==> src/rtl/rom_loader_pkg.sv <==
`default_nettype none
// ============================================================================
//  Module      : rom_loader_pkg
//  Description : Shared types and constants for the SD-to-SRAM ROM loader.
//                Holds the loader state encoding, the sector size, the byte
//                index width and helpers that classify states and derive the
//                image address width from the sector count.
//  Revision    : 1.0 - initial release
// ============================================================================
package rom_loader_pkg;

    // Loader states, explicitly encoded in 4 bits.
    typedef enum logic [3:0] {
        S_IDLE      = 4'd0,
        S_ARM       = 4'd1,
        S_CHECK     = 4'd2,
        S_SECTOR    = 4'd3,
        S_WAIT_BYTE = 4'd4,
        S_WAIT_REL  = 4'd5,
        S_WR_SETUP  = 4'd6,
        S_WR_PULSE  = 4'd7,
        S_WR_HOLD   = 4'd8,
        S_DONE      = 4'd9,
        S_ERROR     = 4'd10
    } state_t;

    localparam int SECTOR_BYTES = 512;
    localparam int c_byte_aw    = 9;     // log2(SECTOR_BYTES)

    // Width of a byte offset inside one image.
    function automatic int image_aw(input int sectors_log2);
        return sectors_log2 + c_byte_aw;
    endfunction

    // States in which the loader owns the SRAM and reports busy.
    function automatic logic state_is_busy(input state_t s);
        return s inside {S_CHECK, S_SECTOR, S_WAIT_BYTE, S_WAIT_REL,
                         S_WR_SETUP, S_WR_PULSE, S_WR_HOLD};
    endfunction

    // States during which the SRAM data bus is driven by the loader.
    function automatic logic state_drives_bus(input state_t s);
        return s inside {S_WR_SETUP, S_WR_PULSE, S_WR_HOLD};
    endfunction

endpackage
`default_nettype wire

==> src/rtl/rom_loader_sram_mux.sv <==
`default_nettype none
// ============================================================================
//  Module      : rom_loader_sram_mux
//  Description : SRAM side of the ROM loader. Selects the SRAM address
//                between the loader and the console, gates console read data
//                and registers the SRAM write-enable and bus-enable strobes.
//
//  Ports:
//    clk, rst_n      clock / asynchronous active-low reset
//    busy            loader owns the SRAM
//    load_addr       loader write address
//    we_n_next       write strobe value for the next cycle (active low)
//    oe_next         bus-drive enable for the next cycle
//    cpu_addr        console address
//    cpu_en_n        console read enable (active low)
//    sram_din        data read back from the SRAM
//    sram_addr       SRAM address
//    sram_we_n       SRAM write enable (active low)
//    sram_oe         tristate enable for the SRAM data bus
//    cpu_data        console read data (8'hFF when not enabled or loading)
//  Revision    : 1.0 - initial release
// ============================================================================
module rom_loader_sram_mux #(
    parameter int SRAM_AW = 19,
    parameter int CPU_AW  = 13
) (
    input  logic               clk,
    input  logic               rst_n,
    input  logic               busy,
    input  logic [SRAM_AW-1:0] load_addr,
    input  logic               we_n_next,
    input  logic               oe_next,
    input  logic [CPU_AW-1:0]  cpu_addr,
    input  logic               cpu_en_n,
    input  logic [7:0]         sram_din,
    output logic [SRAM_AW-1:0] sram_addr,
    output logic               sram_we_n,
    output logic               sram_oe,
    output logic [7:0]         cpu_data
);

    logic r_we_n;
    logic r_oe;

    // Registered strobes; the asynchronous reset drops a write in progress
    // immediately rather than waiting for the next edge.
    always_ff @(posedge clk or negedge rst_n) begin
        if (!rst_n) begin
            r_we_n <= 1'b1;
            r_oe   <= 1'b0;
        end else begin
            r_we_n <= we_n_next;
            r_oe   <= oe_next;
        end
    end

    assign sram_we_n = r_we_n;
    assign sram_oe   = r_oe;

    // Console read path is purely combinational from the SRAM data pins.
    assign sram_addr = busy ? load_addr : SRAM_AW'(cpu_addr);
    assign cpu_data  = (!busy && !cpu_en_n) ? sram_din : 8'hFF;

endmodule
`default_nettype wire

==> src/rtl/rom_loader.sv <==
`default_nettype none
// ============================================================================
//  Module      : rom_loader
//  Description : SD-to-SRAM cartridge image loader and console ROM port.
//                On release of load_req it copies 2^SECTORS_LOG2 sectors of
//                the selected image from the SD sector reader into SRAM while
//                holding the console in reset, then serves console ROM reads
//                from SRAM. A byte-wait timeout and SD loss lead to a sticky
//                error state.
//                Optional feature macro: ROM_LOADER_CHECKSUM_EN adds a 16-bit
//                wrapping sum of all written bytes on the checksum port
//                (tied to zero when the macro is not defined).
//
//  Ports:
//    clk, rst_n        clock / asynchronous active-low reset
//    load_req          load request level; load starts on its release
//    rom_sel           image index, sampled on release of load_req
//    cur_rom           latched image index
//    busy              high while loading
//    done              one-cycle pulse on successful completion
//    error             sticky error flag, cleared at the next load start
//    sd_initialized    SD reader ready
//    sd_busy           SD reader busy
//    sd_start          one-cycle sector read request
//    sd_sector         sector address
//    sd_data, sd_rd_n  byte from the reader, valid while sd_rd_n is low
//    sram_*            external SRAM interface
//    cpu_addr/en_n     console ROM read port
//    cpu_data          console read data
//    cpu_rst_n         console reset (active low)
//    checksum          16-bit sum of loaded bytes (feature macro)
//  Revision    : 1.0 - initial release
// ============================================================================
module rom_loader
    import rom_loader_pkg::*;
#(
    parameter int SECTORS_LOG2 = 4,
    parameter int ROM_ID_W     = 16,
    parameter int SRAM_AW      = 19,
    parameter int CPU_AW       = 13,
    parameter int TIMEOUT_W    = 20
) (
    input  logic                clk,
    input  logic                rst_n,
    input  logic                load_req,
    input  logic [ROM_ID_W-1:0] rom_sel,
    output logic [ROM_ID_W-1:0] cur_rom,
    output logic                busy,
    output logic                done,
    output logic                error,
    input  logic                sd_initialized,
    input  logic                sd_busy,
    output logic                sd_start,
    output logic [31:0]         sd_sector,
    input  logic [7:0]          sd_data,
    input  logic                sd_rd_n,
    output logic [SRAM_AW-1:0]  sram_addr,
    output logic [7:0]          sram_dout,
    output logic                sram_oe,
    input  logic [7:0]          sram_din,
    output logic                sram_we_n,
    input  logic [CPU_AW-1:0]   cpu_addr,
    input  logic                cpu_en_n,
    output logic [7:0]          cpu_data,
    output logic                cpu_rst_n,
    output logic [15:0]         checksum
);

    localparam int IMAGE_AW = image_aw(SECTORS_LOG2);
    localparam int c_sec_w  = SECTORS_LOG2 + 1;   // holds 0 .. 2^SECTORS_LOG2
    localparam int c_byte_w = c_byte_aw + 1;       // holds 0 .. SECTOR_BYTES

    state_t                r_state;
    state_t                w_next;
    logic [c_sec_w-1:0]    r_sector;
    logic [c_byte_w-1:0]   r_byte;
    logic [TIMEOUT_W-1:0]  r_tmo;
    logic [ROM_ID_W-1:0]   r_cur_rom;
    logic [7:0]            r_sram_dout;
    logic                  r_error;
    logic                  r_done;
    logic                  r_sd_start;
    logic                  r_cpu_rst_n;

    logic                  w_clr_cnt;
    logic                  w_sector_inc;
    logic                  w_byte_inc;
    logic                  w_latch_byte;
    logic                  w_latch_rom;
    logic                  w_start;
    logic                  w_image_end;
    logic                  w_sector_end;
    logic                  w_tmo_sat;
    logic                  w_busy;
    logic                  w_hold_next;
    logic [IMAGE_AW-1:0]   w_image_addr;

    // The sector counter runs from zero, so its top bit marks 2^SECTORS_LOG2.
    assign w_image_end  = r_sector[SECTORS_LOG2];
    assign w_sector_end = (r_byte == c_byte_w'(SECTOR_BYTES));
    assign w_tmo_sat    = &r_tmo;
    assign w_busy       = state_is_busy(r_state);

    // ------------------------------------------------------------------
    // Next-state logic
    // ------------------------------------------------------------------
    always_comb begin
        w_next       = r_state;
        w_clr_cnt    = 1'b0;
        w_sector_inc = 1'b0;
        w_byte_inc   = 1'b0;
        w_latch_byte = 1'b0;
        w_latch_rom  = 1'b0;
        w_start      = 1'b0;
        case (r_state)
            S_IDLE, S_DONE, S_ERROR: begin
                if (load_req) w_next = S_ARM;
            end
            S_ARM: begin
                if (!load_req) begin
                    w_latch_rom = 1'b1;
                    w_next      = S_CHECK;
                end
            end
            S_CHECK: begin
                if (!sd_initialized) begin
                    w_next = S_ERROR;
                end else if (!sd_busy) begin
                    w_clr_cnt = 1'b1;
                    w_next    = S_SECTOR;
                end
            end
            S_SECTOR: begin
                if (w_image_end) begin
                    w_next = S_DONE;
                end else if (!sd_busy) begin
                    w_start = 1'b1;
                    w_next  = S_WAIT_BYTE;
                end
            end
            S_WAIT_BYTE: begin
                if (w_sector_end) begin
                    w_sector_inc = 1'b1;
                    w_next       = S_SECTOR;
                end else if (!sd_rd_n) begin
                    w_latch_byte = 1'b1;
                    w_next       = S_WAIT_REL;
                end else if (!sd_initialized || w_tmo_sat) begin
                    w_next = S_ERROR;
                end
            end
            S_WAIT_REL: begin
                if (sd_rd_n) begin
                    w_next = S_WR_SETUP;
                end else if (w_tmo_sat) begin
                    w_next = S_ERROR;
                end
            end
            S_WR_SETUP: w_next = S_WR_PULSE;
            S_WR_PULSE: w_next = S_WR_HOLD;
            S_WR_HOLD: begin
                w_byte_inc = 1'b1;
                w_next     = S_WAIT_BYTE;
            end
            default: w_next = S_IDLE;
        endcase
    end

    // Console stays in reset from ARM through the first DONE cycle and
    // in ERROR; it is released on the second cycle of DONE.
    assign w_hold_next = (w_next == S_ARM) || (w_next == S_ERROR) ||
                         state_is_busy(w_next) ||
                         ((w_next == S_DONE) && (r_state != S_DONE));

    // ------------------------------------------------------------------
    // State, counters and registered outputs
    // ------------------------------------------------------------------
    always_ff @(posedge clk or negedge rst_n) begin
        if (!rst_n) begin
            r_state     <= S_IDLE;
            r_sector    <= '0;
            r_byte      <= '0;
            r_tmo       <= '0;
            r_cur_rom   <= '0;
            r_sram_dout <= 8'h00;
            r_error     <= 1'b0;
            r_done      <= 1'b0;
            r_sd_start  <= 1'b0;
            r_cpu_rst_n <= 1'b1;
        end else begin
            r_state     <= w_next;
            r_sd_start  <= w_start;
            r_done      <= (w_next == S_DONE) && (r_state != S_DONE);
            r_cpu_rst_n <= !w_hold_next;

            if ((w_next == S_ARM) && (r_state != S_ARM)) begin
                r_error <= 1'b0;
            end else if ((w_next == S_ERROR) && (r_state != S_ERROR)) begin
                r_error <= 1'b1;
            end

            if (w_latch_rom)  r_cur_rom   <= rom_sel;
            if (w_latch_byte) r_sram_dout <= sd_data;

            if (w_clr_cnt) begin
                r_sector <= '0;
                r_byte   <= '0;
            end else if (w_sector_inc) begin
                r_sector <= r_sector + c_sec_w'(1);
                r_byte   <= '0;
            end else if (w_byte_inc) begin
                r_byte   <= r_byte + c_byte_w'(1);
            end

            // Timeout restarts on every state change and saturates.
            if (w_next != r_state) begin
                r_tmo <= '0;
            end else if (((r_state == S_WAIT_BYTE) || (r_state == S_WAIT_REL))
                         && !w_tmo_sat) begin
                r_tmo <= r_tmo + TIMEOUT_W'(1);
            end
        end
    end

    // ------------------------------------------------------------------
    // Addressing
    // ------------------------------------------------------------------
    assign w_image_addr = {r_sector[SECTORS_LOG2-1:0], r_byte[c_byte_aw-1:0]};
    assign sd_sector    = 32'({r_cur_rom, r_sector[SECTORS_LOG2-1:0]});

    rom_loader_sram_mux #(
        .SRAM_AW (SRAM_AW),
        .CPU_AW  (CPU_AW)
    ) u_sram_mux (
        .clk       (clk),
        .rst_n     (rst_n),
        .busy      (w_busy),
        .load_addr (SRAM_AW'(w_image_addr)),
        .we_n_next (w_next != S_WR_PULSE),
        .oe_next   (state_drives_bus(w_next)),
        .cpu_addr  (cpu_addr),
        .cpu_en_n  (cpu_en_n),
        .sram_din  (sram_din),
        .sram_addr (sram_addr),
        .sram_we_n (sram_we_n),
        .sram_oe   (sram_oe),
        .cpu_data  (cpu_data)
    );

    // ------------------------------------------------------------------
    // Optional image checksum
    // ------------------------------------------------------------------
`ifdef ROM_LOADER_CHECKSUM_EN
    logic [15:0] r_checksum;

    // One accumulation per written byte, taken in WR_HOLD.
    always_ff @(posedge clk or negedge rst_n) begin
        if (!rst_n) begin
            r_checksum <= 16'h0000;
        end else if (r_state == S_ARM) begin
            r_checksum <= 16'h0000;
        end else if (r_state == S_WR_HOLD) begin
            r_checksum <= r_checksum + {8'h00, r_sram_dout};
        end
    end

    assign checksum = r_checksum;
`else
    assign checksum = 16'h0000;
`endif

    assign cur_rom   = r_cur_rom;
    assign busy      = w_busy;
    assign done      = r_done;
    assign error     = r_error;
    assign sd_start  = r_sd_start;
    assign sram_dout = r_sram_dout;
    assign cpu_rst_n = r_cpu_rst_n;

endmodule
`default_nettype wire
==> config.mk <==
export PLATFORM = sky130hd
export DESIGN_NAME = rom_loader
export DESIGN_NICKNAME = d
export VERILOG_FILES = /design/src/rtl/rom_loader_pkg.sv /design/src/rtl/rom_loader_sram_mux.sv /design/src/rtl/rom_loader.sv
export SDC_FILE = /design/constraint.sdc
export NUM_CORES = 1
export LEC_CHECK = 0
export BUFFER_PORTS_ARGS = -buffer_cell sky130_fd_sc_hd__buf_4
export CAP_MARGIN = 20
export CORE_MARGIN = 4
export CORE_UTILIZATION = 25
export DETAILED_ROUTE_END_ITERATION = 16
export PLACE_DENSITY_LB_ADDON = 0.1
export REMOVE_ABC_BUFFERS = 1
export SLEW_MARGIN = 10
export SYNTH_ARGS = -nofsm -noshare
export SYNTH_HDL_FRONTEND = slang
export SYNTH_SLANG_ARGS = --single-unit
==> constraint.sdc <==
create_clock -name clk -period 3.5 [get_ports clk]
set_clock_uncertainty 0.1 [all_clocks]
set_input_delay 0.7 -clock clk [delete_from_list [all_inputs] [get_ports clk]]
set_output_delay 0.7 -clock clk [all_outputs]
set_load 0.01 [all_outputs]
# Word-level counts from Yosys, hierarchy flattened
# Cells that the tools add are included.
# totals
ff_bits,69
input_bits,52
out_inout_bits,106
# classes
addsub,3
eq_ne,26
n_mux,36
n_reduce_logical,25
# op_table
cell,n
2-to-1 mux 4 bit,11
2-to-1 mux 20 bit,2
case mux 4 bit (9 select lines),1
"== test 4 x 3 -> 1 bit, second input constant",8
2-to-1 mux 10 bit,3
"== test 4 bit, second input constant",6
"adder 20 x 1 -> 20 bit, second input constant",1
AND reduction 20 bit,1
"== test 4 x 2 -> 1 bit, second input constant",4
2-to-1 mux 1 bit,15
nonzero test 7 bit,2
2-to-1 mux 13 bit,1
"adder 10 x 1 -> 10 bit, second input constant",1
"== test 10 bit, second input constant",1
2-to-1 mux 5 bit,2
"== test 4 x 1 -> 1 bit, second input constant",2
2-to-1 mux 8 bit,1
"!= test 4 bit, second input constant",2
nonzero test 2 bit,3
nonzero test 3 bit,2
"adder 5 x 1 -> 5 bit, second input constant",1
logical AND 1 bit,5
logical NOT 1 bit,5
logical OR 1 bit,5
other kinds (5),5

# Longest topological paths before layout
# Gate-level depths: netlist of run 1.
# logic_depth
ltp_word,11
mapped_depth,9
depth_no_buf,8

# Cells and area by module
# A second synthesis of run 1 with hierarchy kept.
# hier_totals
hier_cells,423
hier_area_um2,4285.4
# modules_own_cells
mod,instances,cells_per_inst,area_each_um2,seq_area_each_um2
rom_loader,1,391,3960.0,1677.9
rom_loader_sram_mux,1,32,325.3,51.3

# Least setup slack after synthesis of run 1
# Ideal clock, no wire load.
# synth_path
path_type,reg2out
from,reg r_state[1]
to,out sram_addr[10]
arrival_time_ps,1840
setup_slack_ps,860
stages_incl_launch_ff,6
path_buffers,2
cell_sequence,dfrtp_1 -> buf_4 -> or3_1 -> o21ai_1 -> clkbuf_1 -> mux2_2
# synth_between
elab_chain_len,3
word_cells_on_any_way,9
# synth_rtl
item,line_no,text
"start, declared",rom_loader.sv:73,state_t r_state;
"start signal, assigned",rom_loader.sv:191,r_state <= w_next;
"== test 4 x 2 -> 1 bit, or another cell as far along",rom_loader_pkg.sv:37,"return s inside {S_CHECK, S_SECTOR, S_WAIT_BYTE, S_WAIT_REL,"
nonzero test 7 bit (*),rom_loader_pkg.sv:37,
net busy,rom_loader.sv:48,"output logic busy,"
2-to-1 mux 13 bit (*),rom_loader_sram_mux.sv:61,assign sram_addr = busy ? load_addr : SRAM_AW'(cpu_addr);
"end, declared",rom_loader.sv:57,"output logic [SRAM_AW-1:0] sram_addr,"
# Mark *: on every way through the listed nets, which the timed path passes. The rest lies on a longest branch.

# Worst setup path in the final report of run 1
# layout_path
from,reg r_state[1]
to,out sram_addr[12]
# layout_between
elab_chain_len,3
word_cells_on_any_way,9
# layout_rtl
item,line_no
"== test 4 x 2 -> 1 bit, or another cell as far along",rom_loader_pkg.sv:37
nonzero test 7 bit (*),rom_loader_pkg.sv:37
2-to-1 mux 13 bit (*),rom_loader_sram_mux.sv:61
# Every way passes the cells marked *; elsewhere a longest branch is shown, timed or not.

==> results.sh, run 1 <==
export IMPL_outcome="finished, final reports clean"
export IMPL_syn_to_final_growth_pct=27.1
export IMPL_crit_fanout=22
export IMPL_layout_cells_most_common="buf_4"
export IMPL_yosysTopAreaCellShare=0.398
export IMPL_gp_congestion=0.763
export IMPL_critPathKind="flip-flop to primary output"
export IMPL_slew_headroom=0.373
export IMPL_synthesis_area_um2=4220
export IMPL_numPortBuffers=123
export IMPL_clkTransAtPathRegs_ps=60
export IMPL_syn_area_per_cell_um2=10.3
export IMPL_start_util=0.254
export IMPL_tightest_slew_ps=940
export IMPL_ios=158
export IMPL_reg2reg_to="r_tmo[9]$_DFFE_PN0P_"
export IMPL_reg2reg_from="r_state[0]$_DFF_PN0_"
export IMPL_synth_edf_count=0
export IMPL_fmax_ghz=0.330
export IMPL_postCtsSetupRepairBufs=0
export IMPL_worstPathArrival_ps=2230
export IMPL_final_antenna_net_count=0
export IMPL_r2r_cells=6
export IMPL_ys_warn_count=0
export IMPL_powerDensity_nw_per_um2=832
export IMPL_route_detailed_drc=0
export IMPL_finalHoldViolations=0
export IMPL_core_area_um2=16600
export IMPL_power_leakage_nw=2.48
export IMPL_layout_common_cells="130 x buf_4, 67 x dfrtp_1, 43 x nor2_1"
export IMPL_ys_ff_latch=69
export IMPL_grt_pass1_vias=3125
export IMPL_syn_instance_count=409
export IMPL_min_period_ps=3030
export IMPL_viasPerCell=4.31
export IMPL_finalSetupTns_ps=0
export IMPL_num_fill_cells=1742
export IMPL_die_x_um=138
export IMPL_async_flop_share=1.00
export IMPL_ys_flop_type="dfrtp_1"
export IMPL_cts_buffer_depth=2
export IMPL_drtPass1Iterations=4
export IMPL_grt_max_degree=70
export IMPL_grt_overflow_total=0
export IMPL_cts_htree_levels=3
export IMPL_nets=565
export IMPL_die_area_um2=19000
export IMPL_start_kind="flip-flop"
export IMPL_die_y_um=138
export IMPL_wl_per_cell_um=13.9
export IMPL_whs_ps=401
export IMPL_cts_tree="done"
export IMPL_drv_slew=0
export IMPL_cap_violations=0
export IMPL_cts_root_buffer="clkbuf_16"
export IMPL_clk_latency_ps=340
export IMPL_ir_drop_mv=0.363
export IMPL_synthTopCellsByArea="dfrtp_1 40%, mux2_2 9.9%, buf_4 9.8%"
export IMPL_yosys_area_top_type="dfrtp_1"
export IMPL_numCtsBuffers=9
export IMPL_rsz0062_at_grt="no"
export IMPL_cts_hold_buf=0
export IMPL_cts_resized=0
export IMPL_fp_row_count=47
export IMPL_via_count=3161
export IMPL_drt_iter0_markers=113
export IMPL_grt_use_total=0.109
export IMPL_end_kind="primary output"
export IMPL_hp_class="input pin to async pin"
export IMPL_grt_pass1_wl_um=16200
export IMPL_finalCritPeriodShare=0.865
export IMPL_dp_hpwl_um=7430
export IMPL_crit_required_ps=2700
export IMPL_setup_viol=0
export IMPL_synth_seq_area_share=0.410
export IMPL_drt_wl_total_um=10200
export IMPL_rrSetupSlack_ps=840
export IMPL_clock_sinks=69
export IMPL_drive_above_1_share=0.395
export IMPL_diodes=0
export IMPL_antenna_found_initial=0
export IMPL_synth_distinct_cells=61
cells in the mapped netlist (2+ instances only):
cell	instances
a211oi_2	2
a21oi_1	4
a31o_1	3
a31oi_1	2
a32o_1	2
and3_1	10
and4_1	3
buf_2	7
buf_4	55
buf_6	5
clkbuf_1	5
dfrtp_1	67
dfstp_2	2
ha_1	4
inv_1	9
mux2_2	37
nand2_1	21
nand2b_1	6
nand3_1	12
nand4_1	13
nand4b_1	2
nor2_1	43
nor2b_1	2
nor3_1	3
nor3b_1	2
nor4_1	3
nor4_4	3
nor4b_4	2
o211a_1	2
o21a_1	2
o21ai_0	4
o21ai_1	2
o21bai_1	2
o31ai_1	2
or3_1	9
xnor2_1	7
xor2_1	26
kinds of logic (layout without fill, tap and decap cells):
| kind of cell | Yosys count | count (layout) | share of synthesized area |
|---|---|---|---|
| adders and majority gates | 4 | 4 | 0.0119 |
| and+or+nand+nor | 147 | 147 | 0.207 |
| other | 1 | 34 | 0.000889 |
| xor gates and xnor gates | 33 | 33 | 0.0685 |
| muxes | 38 | 38 | 0.101 |
| buffers and inverters | 83 | 155 | 0.136 |
| DFF | 69 | 69 | 0.410 |
| AOI/OAI and AO/OA | 34 | 34 | 0.0635 |
metrics by stage:
step           setup WS (ps)  cell area [µm²]  power [mW]  cells  utilization
6_report                 473             5360        4.46    734        0.323
5_1_grt                  325             5360        4.83    734        0.323
4_1_cts                  440             5360        4.56    734        0.323
3_5_place_dp             758             5060        3.60    718        0.305
3_3_place_gp             787             5060        3.59    718        0.305
2_1_floorplan            494             3800        2.55    368            -
registers in the layout, summed over array words and instances (netlist names):
register and count:
r_tmo 20, cur_rom 16, cpu_rst_n 1, error 1, r_state 4, u_sram_mux.sram_oe 1, u_sram_mux.sram_we_n 1, sd_start 1
done 1, r_sector 5, sram_dout 8, r_byte 10
per-layer routing:
metal | GRT usage | up-vias | wire length, µm | part of all wire
met2 | 0.187 | 113 | 5100 | 0.50
met3 | 0.0323 | 13 | 804 | 0.079
li1 | - | 1530 | - | -
met5 | 0 | - | 0 | 0
met4 | 0.0467 | 0 | 174 | 0.017
met1 | 0.126 | 1505 | 4150 | 0.41
power breakdown:
group	total, mW	internal [mW]	switching [mW]
registers	1.35	1.07	0.281
logic	2.20	1.11	1.09
clock network	0.913	0.568	0.345
total	4.46	2.75	1.71
area by class of cell:
type	instances	area [µm²]	area share
Timing Repair Buffer	130	976	0.182
Sequential cell	69	1730	0.323
Clock inverter	6	62.6	0.0117
Inverter	9	33.8	0.00631
Clock buffer	10	239	0.0446
Multi-Input combinational cell	290	2040	0.381
Tap cell	220	275	0.0514
worst max-delay path, cell delays in order (launching register included):
cell	delay (ps)
dfrtp_1	560
or3_1	460
o21ai_1	80
buf_4	270
mux2_2	370
buf_4	140
worst max path at each step:
stage / from / to / slack [ps] / depth (start not counted)
floorplan: r_state[2]$_DFF_PN0_ / sram_addr[0] / 490 / 4
global placement: r_state[0]$_DFF_PN0_ / r_tmo[8]$_DFFE_PN0P_ / 790 / 6
detailed placement: load_req / r_tmo[6]$_DFFE_PN0P_ / 760 / 7
CTS: r_state[1]$_DFF_PN0_ / sram_addr[8] / 440 / 5
global route: r_state[1]$_DFF_PN0_ / sram_addr[9] / 320 / 5
finish: r_state[1]$_DFF_PN0_ / sram_addr[12] / 470 / 5
Power figures use the tool's default switching activity.
==> inputs of run 2 (changes only) <==
--- a/config.mk
+++ b/config.mk
@@ -10,7 +10,7 @@
 export CORE_MARGIN = 4
 export CORE_UTILIZATION = 25
 export DETAILED_ROUTE_END_ITERATION = 16
-export PLACE_DENSITY_LB_ADDON = 0.1
+export PLACE_DENSITY_LB_ADDON = 0.12
 export REMOVE_ABC_BUFFERS = 1
 export SLEW_MARGIN = 10
 export SYNTH_ARGS = -nofsm -noshare
==> run 2 against run 1 <==
Against the previous run:
- combinational power barely moved
- routed wire length fell by 2.4%
- core utilization rose by 0.068 points
- flip-flop and latch count did not move
- sequential power barely moved
- worst hold slack got worse by 7.7 ps
- critical path depth did not move
- sequential share of layout area fell by 0.068 points
- die area did not move
- highest routed layer unchanged
==> results.sh, run 2 (synthesis gave the netlist of run 1 again) <==
export IMPL_outcome="finished, final reports clean"
export IMPL_drtPass1Iterations=4
export IMPL_finalInstanceArea_um2=5370
export IMPL_grt_overflow_total=0
export IMPL_finalCritPeriodShare=0.934
export IMPL_clk_latency_ps=340
export IMPL_viasPerCell=4.32
export IMPL_cap_violations=0
export IMPL_diodes=0
export IMPL_ios=158
export IMPL_drt_wl_total_um=9980
export IMPL_startpoint="r_state[1]$_DFF_PN0_"
export IMPL_wl_per_cell_um=13.6
export IMPL_route_detailed_drc=0
export IMPL_r2r_cells=7
export IMPL_syn_to_final_growth_pct=27.3
export IMPL_swShare=0.378
export IMPL_numCtsBuffers=9
export IMPL_layout_common_cells="130 x buf_4, 67 x dfrtp_1, 43 x nor2_1"
export IMPL_fin_cells=734
export IMPL_rsz0062_at_grt="no"
export IMPL_fp_row_count=47
export IMPL_grt_max_degree=70
export IMPL_postCtsSetupRepairBufs=0
export IMPL_whs_ps=393
export IMPL_power_leakage_nw=2.49
export IMPL_grt_use_total=0.106
export IMPL_setup_viol=0
export IMPL_clkPwrFrac=0.209
export IMPL_finalSetupTns_ps=0
export IMPL_endpoint="sram_addr[12]"
export IMPL_multi_input_area_um2=2040
export IMPL_reg2reg_from="r_state[0]$_DFF_PN0_"
export IMPL_cts_hold_buf=0
export IMPL_gp_congestion=0.826
export IMPL_crit_required_ps=2700
export IMPL_start_kind="flip-flop"
export IMPL_crit_fanout=19
export IMPL_cts_resized=0
export IMPL_worstPathArrival_ps=2470
export IMPL_rrSetupSlack_ps=830
export IMPL_core_area_um2=16600
export IMPL_layout_cells_most_common="buf_4"
export IMPL_cts_buffer_depth=2
export IMPL_cts_tree="done"
export IMPL_num_fill_cells=1744
export IMPL_clkTransAtPathRegs_ps=50
export IMPL_start_util=0.254
export IMPL_clock_sinks=69
export IMPL_slew_headroom=0.391
export IMPL_nets=565
export IMPL_critPathKind="flip-flop to primary output"
export IMPL_fmax_ghz=0.306
export IMPL_dp_hpwl_um=7340
export IMPL_p_switching_mw=1.69
export IMPL_placed_area_um2=5060
export IMPL_seq_area_um2=1730
export IMPL_via_count=3170
export IMPL_largest_register_ffs=20
export IMPL_tightest_slew_ps=914
export IMPL_die_y_um=138
export IMPL_drive_above_1_share=0.393
export IMPL_die_area_um2=19000
export IMPL_grt_pass1_vias=3149
export IMPL_combPwrFrac=0.495
export IMPL_ir_drop_mv=0.296
export IMPL_grt_pass1_wl_um=15700
export IMPL_cts_root_buffer="clkbuf_16"
export IMPL_numPortBuffers=123
export IMPL_finalHoldViolations=0
export IMPL_die_x_um=138
export IMPL_dpl_cell_count=718
export IMPL_regMostFlops="r_tmo"
export IMPL_antenna_found_initial=0
export IMPL_min_period_ps=3270
export IMPL_reg2reg_to="r_tmo[14]$_DFFE_PN0P_"
export IMPL_powerDensity_nw_per_um2=835
export IMPL_drt_iter0_markers=94
export IMPL_drv_slew=0
export IMPL_cts_htree_levels=3
export IMPL_hp_class="input pin to async pin"
export IMPL_end_kind="primary output"
export IMPL_final_antenna_net_count=0
export IMPL_power_frac_seq=0.296
export IMPL_internal_power_mw=2.79
export IMPL_finalPower_mw=4.48
run 2: how the worst min path moves through the flow:
| stage | from | endpoint | slack, ps | cells after the start |
|---|---|---|---|---|
| after floorplan | rst_n | cur_rom[0]$_DFFE_PN0P_ | 300 | 0 |
| after global placement | sram_dout[1]$_DFFE_PN0P_ | sram_dout[1]$_DFFE_PN0P_ | 390 | 1 |
| after detailed placement | sram_dout[4]$_DFFE_PN0P_ | sram_dout[4]$_DFFE_PN0P_ | 400 | 1 |
| after CTS | sram_dout[4]$_DFFE_PN0P_ | sram_dout[4]$_DFFE_PN0P_ | 410 | 1 |
| after global routing | sram_dout[2]$_DFFE_PN0P_ | sram_dout[2]$_DFFE_PN0P_ | 440 | 1 |
| final | rst_n | sram_dout[6]$_DFFE_PN0P_ | 390 | 1 |
run 2: critical path, stage by stage (launching register included):
cell and delay (ps):
dfrtp_1 570, or3_1 470, o21ai_1 270, buf_4 310, mux2_2 360, buf_4 140
run 2: layout make-up:
type                            instances  area share
Clock buffer                           13      0.0503
Clock inverter                          3     0.00792
Inverter                                9     0.00629
Multi-Input combinational cell        290       0.380
Sequential cell                        69       0.322
Tap cell                              220      0.0513
Timing Repair Buffer                  130       0.182
run 2: stage by stage:
step	util	worst slack, ps
global route	0.324	70.8
CTS	0.324	184
floorplan	-	494
global placement	0.305	573
detailed placement	0.305	559
finish	0.324	232
run 2: routing by layer:
metal  up-vias  GRT usage  part of all wire  wire length [µm]
li1       1535          -                 -                 -
met1      1503      0.120              0.40              3960
met2       121      0.185              0.50              5000
met3        11     0.0392             0.085               850
met4         0     0.0357             0.017               170
met5         -          0                 0                 0
run 2: power by group through the flow:
stage | clock network, mW | registers, mW | logic [mW]
CTS | 0.983 | 1.33 | 2.27
global route | 1.02 | 1.38 | 2.43
finish | 0.938 | 1.33 | 2.22
detailed placement | 0 | 1.34 | 2.26
global placement | 0 | 1.34 | 2.26
floorplan | 0 | 1.49 | 1.06
==> inputs of run 3 (changes only) <==
--- a/config.mk
+++ b/config.mk
@@ -6,12 +6,10 @@
 export NUM_CORES = 1
 export LEC_CHECK = 0
 export BUFFER_PORTS_ARGS = -buffer_cell sky130_fd_sc_hd__buf_4
-export CAP_MARGIN = 20
 export CORE_MARGIN = 4
 export CORE_UTILIZATION = 25
 export DETAILED_ROUTE_END_ITERATION = 16
 export PLACE_DENSITY_LB_ADDON = 0.12
-export REMOVE_ABC_BUFFERS = 1
 export SLEW_MARGIN = 10
 export SYNTH_ARGS = -nofsm -noshare
 export SYNTH_HDL_FRONTEND = slang
==> run 3 against run 2 <==
Against the previous run:
- largest power group unchanged
- critical path depth unchanged
- critical path type unchanged
- power up 2.5%
- highest routed layer unchanged
- sequential share of layout area fell by 0.13 points
- largest cell class unchanged
- fmax up 6.5%
- critical endpoint is now sram_addr[6]
==> results.sh, run 3 (synthesis gave the netlist of run 1 again) <==
export IMPL_worstPathArrival_ps=2270
export IMPL_cts_htree_levels=3
export IMPL_setup_viol=0
export IMPL_ir_drop_mv=0.287
export IMPL_end_kind="primary output"
export IMPL_grt_use_total=0.112
export IMPL_finalCritPeriodShare=0.877
export IMPL_met2_length_um=5330
export IMPL_cts_tree="done"
export IMPL_clk_latency_ps=350
export IMPL_grt_pass1_vias=3165
export IMPL_numCtsBuffers=9
export IMPL_grt_max_degree=70
export IMPL_met1_length_um=4320
export IMPL_outcome="finished, final reports clean"
export IMPL_viasPerCell=4.29
export IMPL_internal_power_mw=2.84
export IMPL_grt_pass1_wl_um=16500
export IMPL_hp_class="input pin to async pin"
export IMPL_syn_to_final_growth_pct=27.8
export IMPL_ios=158
export IMPL_power_leakage_nw=2.50
export IMPL_diodes=0
export IMPL_layout_cells_most_common="buf_4"
export IMPL_drtPass1Iterations=4
export IMPL_route_detailed_drc=0
export IMPL_antenna_found_initial=0
export IMPL_largest_register_ffs=20
export IMPL_die_area_um2=19000
export IMPL_finalSetupTns_ps=0
export IMPL_finalHoldViolations=0
export IMPL_drv_slew=0
export IMPL_clkTransAtPathRegs_ps=60
export IMPL_rsz0062_at_grt="no"
export IMPL_start_util=0.254
export IMPL_combPwrFrac=0.489
export IMPL_critPathKind="flip-flop to primary output"
export IMPL_num_fill_cells=1740
export IMPL_fin_util=0.325
export IMPL_drt_iter0_markers=146
export IMPL_startpoint="r_state[1]$_DFF_PN0_"
export IMPL_start_kind="flip-flop"
export IMPL_power_frac_seq=0.290
export IMPL_clock_sinks=69
export IMPL_cts_root_buffer="clkbuf_16"
export IMPL_wl_met3_um=662
export IMPL_postCtsSetupRepairBufs=0
export IMPL_reg2reg_to="r_tmo[18]$_DFFE_PN0P_"
export IMPL_placed_area_um2=5060
export IMPL_via_count=3156
export IMPL_drt_wl_total_um=10500
export IMPL_swShare=0.382
export IMPL_gp_congestion=0.738
export IMPL_clkPwrFrac=0.221
export IMPL_fmax_ghz=0.326
export IMPL_cts_hold_buf=0
export IMPL_rrSetupSlack_ps=1130
export IMPL_wl_per_cell_um=14.3
export IMPL_top_layer_used="met4"
export IMPL_final_antenna_net_count=0
export IMPL_cts_buffer_depth=2
export IMPL_cts_resized=0
export IMPL_min_period_ps=3070
export IMPL_nets=566
export IMPL_drive_above_1_share=0.394
export IMPL_die_x_um=138
export IMPL_r2r_cells=7
export IMPL_tightest_slew_ps=902
export IMPL_cap_violations=0
export IMPL_fp_row_count=47
export IMPL_grt_overflow_total=0
export IMPL_numPortBuffers=123
export IMPL_finalInstanceArea_um2=5390
export IMPL_slew_headroom=0.399
export IMPL_powerDensity_nw_per_um2=853
export IMPL_crit_required_ps=2700
export IMPL_die_y_um=138
export IMPL_layout_common_cells="131 x buf_4, 67 x dfrtp_1, 43 x nor2_1"
export IMPL_finalPower_mw=4.60
export IMPL_dp_hpwl_um=7630
export IMPL_p_switching_mw=1.76
export IMPL_crit_fanout=22
export IMPL_core_area_um2=16600
export IMPL_reg2reg_from="r_state[2]$_DFF_PN0_"
export IMPL_whs_ps=382
export IMPL_regMostFlops="r_tmo"
[run 3: how the worst max path moves through the flow]
| stage | end | depth (start not counted) |
|---|---|---|
| floorplan | sram_addr[10] | 5 |
| global placement | sram_addr[12] | 5 |
| detailed placement | sram_addr[0] | 5 |
| CTS | sram_addr[0] | 5 |
| global route | sram_addr[2] | 5 |
| finish | sram_addr[6] | 5 |
[run 3: final cells by class]
type                            instances  area (µm²)  area share
Sequential cell                        69        1730       0.321
Timing Repair Buffer                  131         983       0.182
Inverter                                9        33.8     0.00627
Tap cell                              220         275      0.0511
Clock buffer                           10         239      0.0443
Multi-Input combinational cell        290        2040       0.378
Clock inverter                          6        93.8      0.0174
[run 3: worst max-delay path, cell delays in order (launching register included)]
cell and delay [ps]:
dfrtp_1 580, or3_1 470, o21ai_1 90, buf_4 280
mux2_2 360, buf_4 140
[run 3: metrics by stage]
| step | std cells | worst slack, ps |
|---|---|---|
| 2_1_floorplan | 442 | 860 |
| 3_3_place_gp | 719 | 844 |
| 3_5_place_dp | 719 | 792 |
| 4_1_cts | 735 | 407 |
| 5_1_grt | 735 | 250 |
| 6_report | 735 | 432 |
[run 3: metal layers]
metal	track usage	vias to the layer above
li1	-	1537
met3	0.0301	13
met4	0.0445	0
met1	0.136	1514
met2	0.189	92
met5	0	-
[run 3: power by group through the flow]
stage	combinational (mW)	sequential (mW)	clock, mW
final	2.25	1.33	1.02
after global routing	2.47	1.39	1.09
after CTS	2.28	1.34	1.06
after detailed placement	2.28	1.35	0
after global placement	2.27	1.34	0
after floorplan	1.52	1.35	0
